--- src/rtl/fixed_div_pkg.sv ---
// Shared fixed-point package for the math library.
// `fixed` is a signed B-bit value with D fractional bits. Provides basic
// arithmetic helpers, saturation constants, the (B+1)-bit magnitude type
// used by the divider, and the divider FSM state encoding.
package fixed_div_pkg;
   localparam int B      = 20;
   localparam int D      = 8;
   localparam int N_ITER = B + D;

   typedef logic signed [B-1:0] fixed;
   // Holds |x| for any fixed x, including |-2^(B-1)|
   typedef logic [B:0] mag_t;

   localparam fixed FIXED_1       = fixed'(1 << D);
   localparam fixed FIXED_MAX     = 20'sh7FFFF;
   // Negative saturation is symmetric with FIXED_MAX, so 20'sh80000 never appears
   localparam fixed FIXED_MIN_SAT = 20'sh80001;

   typedef enum logic [1:0] {S_IDLE, S_DIV, S_FIX, S_DONE} div_state_t;

   function automatic fixed fadd(input fixed x, input fixed y);
      return x + y;
   endfunction

   function automatic fixed fsub(input fixed x, input fixed y);
      return x - y;
   endfunction

   function automatic fixed fmul(input fixed x, input fixed y);
      logic signed [2*B-1:0] p;
      p = (2*B)'(x) * (2*B)'(y);
      return fixed'(p >>> D);
   endfunction
endpackage

--- src/rtl/fixed_div_step.sv ---
// One radix-2 restoring division step (combinational).
//   i_r    : current partial remainder
//   i_nbit : next numerator bit (MSB first)
//   i_d    : divisor magnitude
//   o_r    : updated partial remainder
//   o_q    : quotient bit produced by this step
module fixed_div_step
   import fixed_div_pkg::*;
(
   input  mag_t i_r,
   input  logic i_nbit,
   input  mag_t i_d,
   output mag_t o_r,
   output logic o_q
);
   // One extra bit so the shifted remainder never wraps before the compare
   logic [B+1:0] w_rs;
   logic [B+1:0] w_diff;
   logic         w_ge;

   assign w_rs   = {i_r, i_nbit};
   assign w_ge   = (w_rs >= {1'b0, i_d});
   assign w_diff = w_rs - {1'b0, i_d};
   assign o_r    = w_ge ? w_diff[B:0] : w_rs[B:0];
   assign o_q    = w_ge;
endmodule

--- src/rtl/fixed_div.sv ---
// Sequential signed fixed-point divider, q = a / b, one quotient bit per cycle.
// Restoring division on magnitudes; result truncated toward zero and
// saturated to +/-FIXED_MAX. Divide-by-zero saturates by the sign of a.
//   clk_in, rst_in          : clock, synchronous active-high reset
//   a_in, b_in, in_valid    : operands, accepted when in_valid && in_ready
//   in_ready                : high only while idle
//   q_out, out_valid        : registered quotient, held until out_ready
//   out_ready               : consumer accept
module fixed_div
   import fixed_div_pkg::*;
(
   input  logic         clk_in,
   input  logic         rst_in,
   input  logic [B-1:0] a_in,
   input  logic [B-1:0] b_in,
   input  logic         in_valid,
   output logic         in_ready,
   output logic [B-1:0] q_out,
   output logic         out_valid,
   input  logic         out_ready
);
   localparam int NUM_W = B + D + 1;
   localparam int IT_W  = $clog2(N_ITER);
   localparam logic [N_ITER-1:0] Q_MAX = N_ITER'((1 << (B-1)) - 1);

   div_state_t         r_state, w_state_nx;
   logic               r_sign, r_sign_a, r_zero, r_out_valid;
   mag_t               r_bmag, r_rem;
   mag_t               w_rem_nx, w_amag, w_bmag, w_aext, w_bext;
   logic [NUM_W-1:0]   r_num;
   logic [N_ITER-1:0]  r_quo;
   logic [IT_W-1:0]    r_iter;
   logic [B-1:0]       r_q, w_q_fix;
   logic               w_qbit;

   assign in_ready  = (r_state == S_IDLE);
   assign q_out     = r_q;
   assign out_valid = r_out_valid;

   // Sign-extend before negating so -2^(B-1) yields magnitude 2^(B-1)
   assign w_aext = {a_in[B-1], a_in};
   assign w_bext = {b_in[B-1], b_in};
   assign w_amag = a_in[B-1] ? -w_aext : w_aext;
   assign w_bmag = b_in[B-1] ? -w_bext : w_bext;

   fixed_div_step u_step (
      .i_r    (r_rem),
      .i_nbit (r_num[N_ITER-1]),
      .i_d    (r_bmag),
      .o_r    (w_rem_nx),
      .o_q    (w_qbit)
   );

   always_ff @(posedge clk_in) begin
      if (rst_in) r_state <= S_IDLE;
      else        r_state <= w_state_nx;
   end

   always_comb begin
      w_state_nx = r_state;
      case (r_state)
         S_IDLE:  if (in_valid)      w_state_nx = S_DIV;
         S_DIV:   if (r_iter == '0)  w_state_nx = S_FIX;
         S_FIX:                      w_state_nx = S_DONE;
         S_DONE:  if (out_ready)     w_state_nx = S_IDLE;
         default:                    w_state_nx = S_IDLE;
      endcase
   end

   always_comb begin
      w_q_fix = r_sign ? -r_quo[B-1:0] : r_quo[B-1:0];
      if (r_zero)
         w_q_fix = r_sign_a ? FIXED_MIN_SAT : FIXED_MAX;
      else if (r_quo > Q_MAX)
         w_q_fix = r_sign ? FIXED_MIN_SAT : FIXED_MAX;
   end

   always_ff @(posedge clk_in) begin
      if (rst_in) begin
         r_sign      <= 1'b0;
         r_sign_a    <= 1'b0;
         r_zero      <= 1'b0;
         r_bmag      <= '0;
         r_rem       <= '0;
         r_num       <= '0;
         r_quo       <= '0;
         r_iter      <= '0;
         r_q         <= '0;
         r_out_valid <= 1'b0;
      end else begin
         case (r_state)
            S_IDLE: if (in_valid) begin
               r_sign   <= a_in[B-1] ^ b_in[B-1];
               r_sign_a <= a_in[B-1];
               r_zero   <= (b_in == '0);
               r_bmag   <= w_bmag;
               r_num    <= NUM_W'(w_amag) << D;
               r_rem    <= '0;
               r_quo    <= '0;
               r_iter   <= IT_W'(N_ITER - 1);
            end
            // Runs even on divide-by-zero to keep latency constant
            S_DIV: begin
               r_rem <= w_rem_nx;
               r_quo <= {r_quo[N_ITER-2:0], w_qbit};
               r_num <= r_num << 1;
               if (r_iter != '0) r_iter <= r_iter - IT_W'(1);
            end
            S_FIX: begin
               r_q         <= w_q_fix;
               r_out_valid <= 1'b1;
            end
            S_DONE: if (out_ready) r_out_valid <= 1'b0;
            default: ;
         endcase
      end
   end
endmodule

--- config.mk ---
export PLATFORM = sky130hd
export DESIGN_NAME = fixed_div
export DESIGN_NICKNAME = d
export VERILOG_FILES = /design/src/rtl/fixed_div_pkg.sv /design/src/rtl/fixed_div_step.sv /design/src/rtl/fixed_div.sv
export SDC_FILE = /design/constraint.sdc
export NUM_CORES = 1
export LEC_CHECK = 0
export ABC_AREA = 1
export BUFFER_PORTS_ARGS = -buffer_cell sky130_fd_sc_hd__buf_2
export CAP_MARGIN = 20
export CELL_PAD_IN_SITES_DETAIL_PLACEMENT = 0
export CELL_PAD_IN_SITES_GLOBAL_PLACEMENT = 1
export CORE_MARGIN = 2
export CORE_UTILIZATION = 43
export CTS_CLUSTER_SIZE = 20
export DETAILED_ROUTE_END_ITERATION = 8
export PLACE_DENSITY = 0.9
export SYNTH_ARGS = -nofsm -noshare
export SYNTH_HDL_FRONTEND = slang
export SYNTH_SLANG_ARGS = --single-unit
export TNS_END_PERCENT = 5
--- constraint.sdc ---
create_clock -name clk_in -period 2.9 [get_ports clk_in]
set_input_delay 0.145 -clock clk_in [delete_from_list [all_inputs] [get_ports clk_in]]
set_output_delay 0.145 -clock clk_in [all_outputs]
set_load 0.01 [all_outputs]
# [Word-level counts from Yosys, hierarchy flattened]
# Cells that the tools add are included.
# W data, S select, Z words.
[totals] latch_bits=0 rom_bits=0 mem_bits_rw=0 output_inout_bits=22 regBits=129 memories=0
[op_classes] addsub=5 n_reduce_logical=11 n_lt_le_gt_ge=2 n_div=0 multipliers=0 eq_ne=7 bitwise=1 mux=23 shift=0
[ops] operator="$mux W20" count=6
[ops] operator="$pmux W28 S2" count=2
[ops] operator="$mux W21" count=3
[ops] operator="$mux W28" count=2
[ops] operator="$pmux W21 S2" count=1
[ops] operator="$neg A20 Y20" count=2
[ops] operator="$gt A28 B19 Y1 const B" count=1
[ops] operator="$ge A22 B21 Y1" count=1
[ops] operator="$neg A21 Y21" count=1
[ops] operator="$sub A21 B21 Y21" count=1
[ops] operator="$logic_not A20 Y1" count=1
[ops] operator="$mux W5" count=2
[ops] operator="$pmux W5 S2" count=1
[ops] operator="$ne A2 B2 Y1 const B" count=4
[ops] operator="$pmux W2 S4" count=1
[ops] operator="$mux W2" count=3
[ops] operator="$reduce_and A2 Y1" count=3
[ops] operator="$reduce_and A3 Y1" count=2
[ops] operator="$logic_not A5 Y1" count=1
[ops] operator="$reduce_bool A5 Y1" count=1
[ops] operator="$sub A5 B1 Y5 const B" count=1
[ops] operator="$eq A2 B2 Y1 const B" count=2
[ops] operator="$reduce_bool A2 Y1" count=2
[ops] operator="$eq A2 B1 Y1 const B" count=1
[ops] operator="4 further kinds" count=4

# [Depth between registers and ports, before layout]
# Gate-level depths: netlist of run 1.
[logic_depth] word_depth=4 depth_mapped=15 mapped_depth_nobuf=15

# [Modules after synthesis]
# A second synthesis of run 1 with hierarchy kept.
[unflattened] cells_unflattened=1272 hier_area_um2=8204.1
[by_module_without_submodules] module="fixed_div" instances=1 cells_per_inst=906 seq_area_each_um2=2422.3 area_per_inst_um2=6274.8
[by_module_without_submodules] module="fixed_div_step" instances=1 cells_per_inst=366 seq_area_each_um2=0.0 area_per_inst_um2=1929.4

# [Worst setup path before layout of run 1]
# Ideal clock, no wire load.
[synth_timing] kind="register to register" startpoint="register r_num[27]" endpoint="register r_rem[17]" synth_period_minus_slack_ps=1989 arrival_ps=1859 n_path_buf=1 path_stages_with_launch=15 required_time_ps=2769 slack_ps=911 setup_time_ps=131 cell_sequence="dfxtp_1 -> inv_1 -> ha_1 -> fa_1 -> nor2_2 -> nand2_1 -> nand3_2 -> nand2_2 -> nand2_2 -> nand2_4 -> nand2_4 -> buf_6 -> nand3_1 -> nand2_1 -> a21oi_2"
[synth_via] elab_chain_cells=3
[synth_lines] element="start, declared" line="fixed_div.sv:30" rtl="logic [NUM_W-1:0] r_num;"
[synth_lines] element="start signal, assigned" line="fixed_div.sv:97" rtl="r_num <= NUM_W'(w_amag) << D;"
[synth_lines] element="start signal, assigned" line="fixed_div.sv:106" rtl="r_num <= r_num << 1;"
[synth_lines] element="$sub A21 B21 Y21 / $ge A22 B21 Y1 (equally long branches)" line="fixed_div_step.sv:23, fixed_div_step.sv:22"
[synth_lines] element="$mux W21 (*)" line="fixed_div_step.sv:24" rtl="assign o_r = w_ge ? w_diff[B:0] : w_rs[B:0];"
[synth_lines] element="$pmux W21 S2 (*)" line="fixed_div.sv:91" rtl="case (r_state)"
[synth_lines] element="end signal, assigned" line="fixed_div.sv:104" rtl="r_rem <= w_rem_nx;"
[synth_lines] element="end, declared" line="fixed_div.sv:28" rtl="mag_t r_bmag, r_rem;"
# Every way passes the cells marked *; elsewhere a longest branch is shown, timed or not.
# A chain may end at the register's enable or synchronous reset.

# [Worst setup path after layout of run 1]
[layout_timing] startpoint="register r_num[27]" endpoint="register r_rem[19]"
# The elaborated chain is that of the path after synthesis.

==> impl_metrics.toml, run 1 <==
[clocking]
cts.htree.levels = 4
cts_tree = "yes"
clk_path_buf_depth = 2
cts_root_buf = "clkbuf_16"
cts.clk_slew.worst_paths_ns = 0.06
clkLatencyLatePin_ns = 0.42
cts-hold-fix-buffers = 1
clock_sinks = 121
cts_made_buffers = 17
cts.repair.resized = 0
post-cts-setup-buffers = 0

[sta]
skew_ns = 0.00673
rsz0062_at_grt = "false"
fmax_mhz = 417
hold_slack_ns = 0.0323
setup_viol = 0
post-route-period-util_pct = 82.6
tightestPinTransition_ns = 0.812
hold_viol = 0
min_period_ns = 2.40
setup_ws_ns = 0.503
final_max_slew_viol_count = 0
relSlewSlack_pct = 45.8
setup_tns_ns = 0

[power]
power.density_nw_per_um2 = 1380
power.total_mw = 12.5
max-vdd-ir-drop_uv = 741
leakagePower_nw = 4.28

[global_route]
grt_max_degree = 69
grtUsageTotal_pct = 22.0
grt_pass1_vias = 7424
grt_pass1_wl_um = 35600
overflow = 0
grt_antenna_before_repair = 4

[synth]
synth_xor_area_share_pct = 3.78
ys_async_sr_fraction_pct = 0
synth_area_leaders = "dfxtp_1 (31%), nand2_1 (17%), a21oi_1 (9.3%)"
yosysMostFrequentCell = "nand2_1"
synthTopCellsByCount = "nand2_1 (347), a21oi_1 (146), inv_1 (138)"
synth_simple_gate_area_share_pct = 32.4
synth_top_family_by_area = "simple AND/OR/NAND/NOR gates"
synth_flop_cell = "dfxtp_1"
avgSynthCellArea_um2 = 6.32
yosys_warnings = 0
yosysTopAreaCellShare_pct = 30.8
synthCells = 1244
syn-num-nets = 1319
synth_edf_count = 0
synth_mux_area_share_pct = 0
synth_compound_area_share_pct = 17.8
synth_fa_ha_area_share_pct = 5.03
ys_seq_area_share_pct = 30.8
synth_cell_type_count = 45
synth_area_leader_cell = "dfxtp_1"
synthesis.area_um2 = 7870
synth_seq_cells = 121

[min_path]
hp-class = "input pin to flip-flop"
hold_depth = 3
min_to = "r_bmag[2]"
min-delay-start = "b_in[2]"

[floorplanning]
core-area_um2 = 18000
start_util_pct = 43.8
die_w_um = 139
die_h_um = 139
ios = 66
die_area_um2 = 19400
rows = 49

[setup_path]
crit_required_ns = 3.25
path_class = "flip-flop to flip-flop"
rr_endpoint = "r_rem[19]"
reg2reg_slack_ns = 0.50
critical-path-top-delay-family = "simple AND/OR/NAND/NOR gates"
ff2ff_path_depth = 14
cpPeakStageDelay_ns = 0.44
cp-end-kind = "flip-flop"
cp_num_buf_inv = 1
critPathMaxFanout = 22
arrival_ns = 2.74
cp-start-kind = "flip-flop"
crit_chain = "inv_1 > ha_1 > fa_1 > nor2_2 > nand2_1 > nand3_2 > nand2_2 > nand2_2 > nand2_4 > nand2_4 > nand2_4 > nand2_1 > nand2_1 > a21oi_1"
worstReg2RegStart = "r_num[27]"
cp_slowest_cell = "fa_1"

[place]
gp_congestion = 0.915
portBuffers = 65
placedCellCount = 1500
dp.final_hpwl_um = 14800
place_ws_ns = 0.523

[cells_and_area]
drive_above_1_share_pct = 11.5
area_growth_pct = 14.8
seq_area_um2 = 2420
layout.nets = 1366
instances_no_fill = 1536
multi_input_area_um2 = 4650
nFillCells = 1838

[drt]
route.antenna.remaining_nets = 0
drt_first_pass_iters = 5
vias = 7897
drc = 0
wire_per_inst_um = 13.4
viasPerCell = 5.14
drt_iter0_markers = 569
routed_wirelength_um = 20600

[outcome]
outcome = "complete, no violations"

[flow_run]
maxCapViolations = 0
## layout make-up
class,instances,area share (%)
multi-input combinational,922,51.6
sequential,121,26.8
inverter,147,6.11
timing repair buffer,82,5.18
clock buffer,20,5.17
tap,229,3.17
clock inverter,12,1.90
antenna,3,0.0831
## metal layers
metal | wire length, um | global-route usage [%] | share of wire, %
met1 | 10100 | 29.6 | 49
met2 | 9300 | 35.0 | 45
met3 | 908 | 4.40 | 4.4
met4 | 351 | 8.19 | 1.7
met5 | 0 | 0 | 0
## worst min-delay path, stage by stage
cell and delay [ns]:
buf_2 0.10, xor2_1 0.06, a21oi_1 0.10
## flip-flops by register name (all words and copies together), names as in the netlist
name	cells
r_quo	28
r_bmag	21
r_rem	21
q_out	20
r_num	20
r_iter	5
r_state	2
out_valid	1
r_sign	1
r_sign_a	1
r_zero	1
## per-stage QoR
stage                     cell area (um^2)  utilization (%)
after global placement                8370             46.6
after global routing                  9030             50.2
after floorplan                       7870                -
after CTS                             9020             50.2
after detailed placement              8370             46.6
final                                 9030             50.3
## cell families after synthesis
kind of cell,count (synthesis)
DFF,121
buffers and inverters,201
adders and majority gates,31
AOI/OAI and AO/OA,267
and+or+nand+nor,590
xor gates and xnor gates,34
## power by group
group	switching, mW	internal, mW
clock	0.771	1.50
sequential	0.299	2.16
combinational	5.14	2.63
total	6.21	6.29
## layout by cell type, fill, tap and decap left out, types with 4 or more instances in the layout
cell       instances
inv_1            138
nor3_1            10
a21oi_1          146
nor2_1            90
clkinv_2           5
nor2_2             5
nand3_1           83
xnor2_1           16
inv_2              9
bufinv_16          4
nand3b_1          21
a31oi_1            4
o21ai_0           95
nor2_4             5
xor2_1            18
nand2_2            6
buf_2             65
ha_1              30
o211ai_1           5
buf_4             15
clkbuf_16         17
nand2_1          347
dfxtp_1          121
nand4_1            8
## worst max path at each step
stage	start	to	slack [ns]	depth (start not counted)
final	r_num[27]	r_rem[19]	0.50	14
after global placement	r_num[27]	r_rem[17]	0.60	14
after floorplan	r_num[27]	r_rem[17]	0.91	14
after detailed placement	r_num[27]	r_rem[20]	0.52	14
after CTS	r_num[27]	r_rem[16]	0.52	14
after global routing	r_num[27]	r_rem[13]	0.28	14
Note: power is estimated with default switching activity, not from simulation.
==> run 2, diff against run 1 <==
Settings changed: CORE_UTILIZATION 43 to 39, PLACE_DENSITY 0.9 to 0.87.
Clock period 2.9 ns to 2.1 ns, I/O delays scaled along.
==> run 2 against run 1 <==
Against the previous run:
- flip-flop and latch count is the same
- first-iteration DRC count shrank 1.9%
- wire length grew 4.1%
- maximum frequency grew 20%
- critical endpoint unchanged
- highest routed layer is now met5
==> impl_metrics.toml, run 2 (same netlist as run 1, synthesis figures left out) <==
[drt]
routed_wirelength_um = 21500
vias = 8068
drt_iter0_markers = 558
drt_first_pass_iters = 5
drc = 0
route.antenna.remaining_nets = 0
viasPerCell = 5.03
wire_per_inst_um = 13.4

[floorplanning]
core-area_um2 = 19700
rows = 51
die_w_um = 146
die_h_um = 146
die_area_um2 = 21300
ios = 66
start_util_pct = 40.0

[clocking]
cts.clk_slew.worst_paths_ns = 0.05
cts_root_buf = "clkbuf_16"
clock_sinks = 121
cts_made_buffers = 17
clk_path_buf_depth = 2
cts_tree = "yes"
clkLatencyLatePin_ns = 0.42
cts.htree.levels = 4

[cells_and_area]
post-route-util_pct = 48.3
layout_common_cells = "nand2_1 (340), a21oi_1 (140), inv_1 (136)"
regMostFlops = "r_quo"
largest_reg_flops = 28
final_area_um2 = 9490
drive_above_1_share_pct = 15.6
top_regs = "r_quo (28), r_bmag (21), r_rem (21)"
area_growth_pct = 20.7
final_common_cell = "nand2_1"
layout.nets = 1401

[sta]
rsz0062_at_grt = "true"
final_max_slew_viol_count = 0
post-route-period-util_pct = 94.8
skew_ns = 0.00775
relSlewSlack_pct = 65.6
tightestPinTransition_ns = 0.516
fmax_mhz = 502
min_period_ns = 1.99
hold_viol = 0
setup_viol = 0

[setup_path]
arrival_ns = 2.34
path_class = "flip-flop to flip-flop"
crit_required_ns = 2.44
cp-start-kind = "flip-flop"
cp-end-kind = "flip-flop"
critPathMaxFanout = 8

[power]
pwr-share-clk_pct = 15.0
combPwrFrac_pct = 66.7
leakagePower_nw = 4.40
internal-power_mw = 9.71
p_sw_mw = 9.04
max-vdd-ir-drop_uv = 1140
p_sw_share_pct = 48.2
power.density_nw_per_um2 = 1970
seqPwrFrac_pct = 18.3

[global_route]
grtUsageTotal_pct = 20.5
grt_pass1_vias = 7553
grt_antenna_before_repair = 3
overflow = 0
grt_max_degree = 54
grt_pass1_wl_um = 36500

[outcome]
outcome = "complete, no violations"

[place]
portBuffers = 65
place_area_um2 = 8680
gp_congestion = 0.897
dp.final_hpwl_um = 15900

[min_path]
hp-class = "input pin to flip-flop"

[flow_run]
maxCapViolations = 0
==> run 2: final timing paths <==
| kind | slack (ns) | cells past startpoint | from | endpoint |
|---|---|---|---|---|
| max | 0.11 | 15 | r_bmag[13] | r_rem[19] |
| min reg2reg | 0.46 | 2 | r_iter[0] | r_iter[0] |
| min | 0.01 | 4 | b_in[15] | r_bmag[15] |
| max reg2reg | 0.11 | 15 | r_bmag[13] | r_rem[19] |
==> run 2: cell type report <==
type	instances	area, um^2
fill	2101	10200
sequential	121	2420
antenna	1	2.50
clock buffer	23	458
inverter	147	552
timing repair buffer	117	782
tap	265	332
clock inverter	8	96.3
multi-input combinational	922	4850
==> run 2: worst max-delay path, cell delays in order, from the launching register on <==
cell and delay [ns]:
dfxtp_1 0.30, inv_1 0.05, ha_1 0.38, nand2_1 0.09, inv_2 0.09, nand2_2 0.10
nor2_4 0.13, nand2_2 0.07, nor2_4 0.10, nor2_4 0.05, nand2_4 0.08, buf_12 0.13
nand2_8 0.07, nand2_1 0.08, nand2_1 0.06, a21oi_2 0.13
==> run 2: power by group through the flow <==
stage | clock, mW | sequential (mW) | combinational (mW)
after detailed placement | 0 | 3.41 | 11.8
final | 2.81 | 3.42 | 12.5
after global placement | 0 | 3.41 | 11.7
after CTS | 2.86 | 3.38 | 11.9
after global routing | 2.95 | 3.51 | 14.1
after floorplan | 0 | 3.37 | 8.52
==> run 2: what timing repair did <==
| item | CTS | global route |
|---|---|---|
| endpoints found under the setup margin | 1 | 22 |
| hold endpoints to repair | 5 | 0 |
| pin swaps | 0 | 6 |
| hold buffers | 5 | 0 |
| setup buffers | 0 | 1 |
| resized for setup | 1 | 41 |
==> run 2: through the flow <==
stage	power (mW)	setup slack [ns]	std cells	hold slack [ns]	TNS, ns
2_1_floorplan	11.9	0.111	1244	0.252	0
3_3_place_gp	15.1	0.101	1566	0.401	0
3_5_place_dp	15.2	0.0119	1566	0.405	0
4_1_cts	18.1	0.0287	1602	0.000303	0
5_1_grt	20.6	-0.0157	1604	0.0239	-0.0266
6_report	18.7	0.109	1604	0.0130	0
==> run 2: per-layer routing <==
metal  wire length (um)  vias to the layer above  track usage, %
met3                924                       31            3.94
met1              10300                     3666            27.6
met5                 13                        -               0
li1                   -                     4200               -
met2               9860                      169            33.3
met4                352                        2            6.31
==> run 3, diff against run 2 <==
--- a/config.mk
+++ b/config.mk
@@ -6,5 +6,5 @@
 export NUM_CORES = 1
 export LEC_CHECK = 0
-export ABC_AREA = 1
+export ABC_AREA = 0
 export BUFFER_PORTS_ARGS = -buffer_cell sky130_fd_sc_hd__buf_2
 export CAP_MARGIN = 20
@@ -12,8 +12,9 @@
 export CELL_PAD_IN_SITES_GLOBAL_PLACEMENT = 1
 export CORE_MARGIN = 2
-export CORE_UTILIZATION = 39
+export CORE_UTILIZATION = 40
 export CTS_CLUSTER_SIZE = 20
 export DETAILED_ROUTE_END_ITERATION = 8
-export PLACE_DENSITY = 0.87
+export PLACE_DENSITY = 0.85
+export SKIP_LAST_GASP = 1
 export SYNTH_ARGS = -nofsm -noshare
 export SYNTH_HDL_FRONTEND = slang
==> constraint.sdc (replaced) <==
create_clock -name clk_in -period 2.1 [get_ports clk_in]
set_input_delay 0.21 -clock clk_in [delete_from_list [all_inputs] [get_ports clk_in]]
set_output_delay 0.21 -clock clk_in [all_outputs]
set_load 0.01 [all_outputs]
==> run 3 against run 2 <==
Against the previous run:
- the run now ends with negative setup slack left
- non-clock buffer count is 69 higher
- sequential share of layout area is 0.35 points higher
- sequential power is 7.9% lower
- clock power is 25% higher
- total power is 22% lower
- clock skew is 0.0033 ns higher
- critical endpoint is now r_rem[7]
- highest routed layer is now met4
==> impl_metrics.toml, run 3 <==
[place]
dp.final_hpwl_um = 14000
portBuffers = 65
gp_congestion = 0.831
place_ws_ns = -0.278
placedCellCount = 1284

[synth]
avgSynthCellArea_um2 = 7.71
ys_async_sr_fraction_pct = 0
yosys_warnings = 0
synth_area_leader_cell = "dfxtp_1"
synth_cell_type_count = 64
synth_area_leaders = "dfxtp_1 (34%), nor2_1 (5.5%), ha_1 (5.2%)"
synth_seq_cells = 121
synthCells = 937
yosysTopAreaCellShare_pct = 33.5
synthTopCellsByCount = "dfxtp_1 (121), nor2_1 (106), nand2_1 (97)"
ys_seq_area_share_pct = 33.5
synth_flop_cell = "dfxtp_1"
yosysMostFrequentCell = "dfxtp_1"
synth_edf_count = 0
syn-num-nets = 1012
synthesis.area_um2 = 7220

[floorplanning]
rows = 49
die_w_um = 138
die_h_um = 138
start_util_pct = 40.5
ios = 66
die_area_um2 = 19200
core-area_um2 = 17800

[clocking]
cts.clk_slew.worst_paths_ns = 0.05
clk_path_buf_depth = 2
clock_sinks = 121
cts_tree = "yes"
cts-hold-fix-buffers = 0
cts_made_buffers = 17
cts.htree.levels = 4
cts_root_buf = "clkbuf_16"
clkLatencyLatePin_ns = 0.42

[power]
leakagePower_nw = 3.92
power.density_nw_per_um2 = 1560
power.total_mw = 14.6
max-vdd-ir-drop_uv = 1020

[sta]
setup_ws_ns = -0.254
hold_viol = 0
setup_viol = 23
min_period_ns = 2.35
fmax_mhz = 425
relSlewSlack_pct = 60.4
post-route-period-util_pct = 112
setup_tns_ns = -4.06
tightestPinTransition_ns = 0.592
final_max_slew_viol_count = 0
skew_ns = 0.0111
rsz0062_at_grt = "true"

[cells_and_area]
layout.nets = 1154
final_common_cell = "dfxtp_1"
post-route-util_pct = 52.5
antennaDiodeCount = 0
nFillCells = 1695
regMostFlops = "r_quo"
top_regs = "r_quo (28), r_bmag (21), r_rem (21)"
layout_common_cells = "dfxtp_1 (120), buf_4 (116), nor2_1 (106)"
area_growth_pct = 29.7
largest_reg_flops = 28
drive_above_1_share_pct = 22.3
instances_no_fill = 1321

[setup_path]
cp-start-kind = "flip-flop"
critPathMaxFanout = 8
worstReg2RegStart = "r_num[27]"
path_class = "flip-flop to flip-flop"
cp_slowest_cell = "fa_2"
critical-path-top-delay-family = "compound AO/OA/AOI/OAI gates"
cp_num_buf_inv = 2
cpPeakStageDelay_ns = 0.34
cp-end-kind = "flip-flop"
crit_start = "r_num[27]"
crit_chain = "inv_2 > ha_4 > fa_2 > nand2b_4 > a21oi_4 > o21ai_2 > o21ba_4 > o2111a_2 > buf_12 > a32oi_1 > nand2_1"
arrival_ns = 2.66
crit_required_ns = 2.40

[outcome]
violations = "negative setup slack"
outcome = "finished with violations"

[drt]
drt_first_pass_iters = 5
viasPerCell = 5.41
vias = 7148
drt_iter0_markers = 399
drc = 0
routed_wirelength_um = 19600
route.antenna.remaining_nets = 0
wire_per_inst_um = 14.8

[global_route]
grt_max_degree = 52
grtUsageTotal_pct = 20.6
grt_antenna_before_repair = 0
overflow = 0
grt_pass1_wl_um = 32600
grt_pass1_vias = 6802

[flow_run]
maxCapViolations = 0

[min_path]
hp-class = "input pin to flip-flop"
min-delay-start = "a_in[0]"
-- run 3: cell type report --
class / count / area, um^2 / area share, %
Clock buffer: 20 / 467 / 4.98
Clock inverter: 12 / 243 / 2.59
Timing Repair Buffer: 186 / 1310 / 14.0
Sequential cell: 121 / 2420 / 25.9
Inverter: 43 / 161 / 1.72
Tap cell: 229 / 287 / 3.06
Multi-Input combinational cell: 710 / 4480 / 47.8
-- run 3: path summary, 6_finish.rpt --
| check | to | slack, ns | cells after the start |
|---|---|---|---|
| min | r_num[8] | 0.09 | 3 |
| max reg2reg | r_rem[7] | -0.25 | 11 |
| min reg2reg | r_num[18] | 0.44 | 2 |
| max | r_rem[7] | -0.25 | 11 |
-- run 3: tightest hold or removal path: stages --
cell and delay [ns]:
buf_2 0.12, a22oi_1 0.07, nor2_1 0.07
-- run 3: metal layers --
metal / wire length, um / up-vias / global-route usage, %
met1: 9190 / 3329 / 26.7
met3: 612 / 30 / 4.05
met5: 0 / - / 0
met4: 417 / 0 / 7.04
met2: 9350 / 123 / 34.4
li1: - / 3666 / -
-- run 3: metrics by stage --
stage,hold WS [ns],cell area (um^2)
floorplan,0.346,7280
global placement,0.435,8570
detailed placement,0.439,8570
CTS,0.0880,9330
global route,0.107,9370
finish,0.0931,9370
-- run 3: cell families (layout without fill, tap and decap cells) --
kind of cell / after synthesis / in the layout / synth area share [%]
simple gates: 333 / 333 / 21.5
compound gates: 282 / 282 / 26.1
flops: 121 / 121 / 33.5
buf+inv: 106 / 261 / 5.52
xor+xnor: 58 / 58 / 7.03
fa+ha+maj: 31 / 31 / 5.47
mux: 6 / 6 / 0.831
-- run 3: repair_timing --
action                                  4_1_cts  5_1_grt
endpoints found under the hold margin         0        0
gates resized for setup                       5        3
pin swaps                                    15        6
setup buffers                                 2        2
gates cloned                                  1        0
endpoints found under the setup margin       23       28
-- run 3: power by group --
group	switching, mW	internal (mW)	total [mW]
combinational	4.28	3.72	8.00
clock	1.07	2.43	3.50
sequential	0.327	2.82	3.15
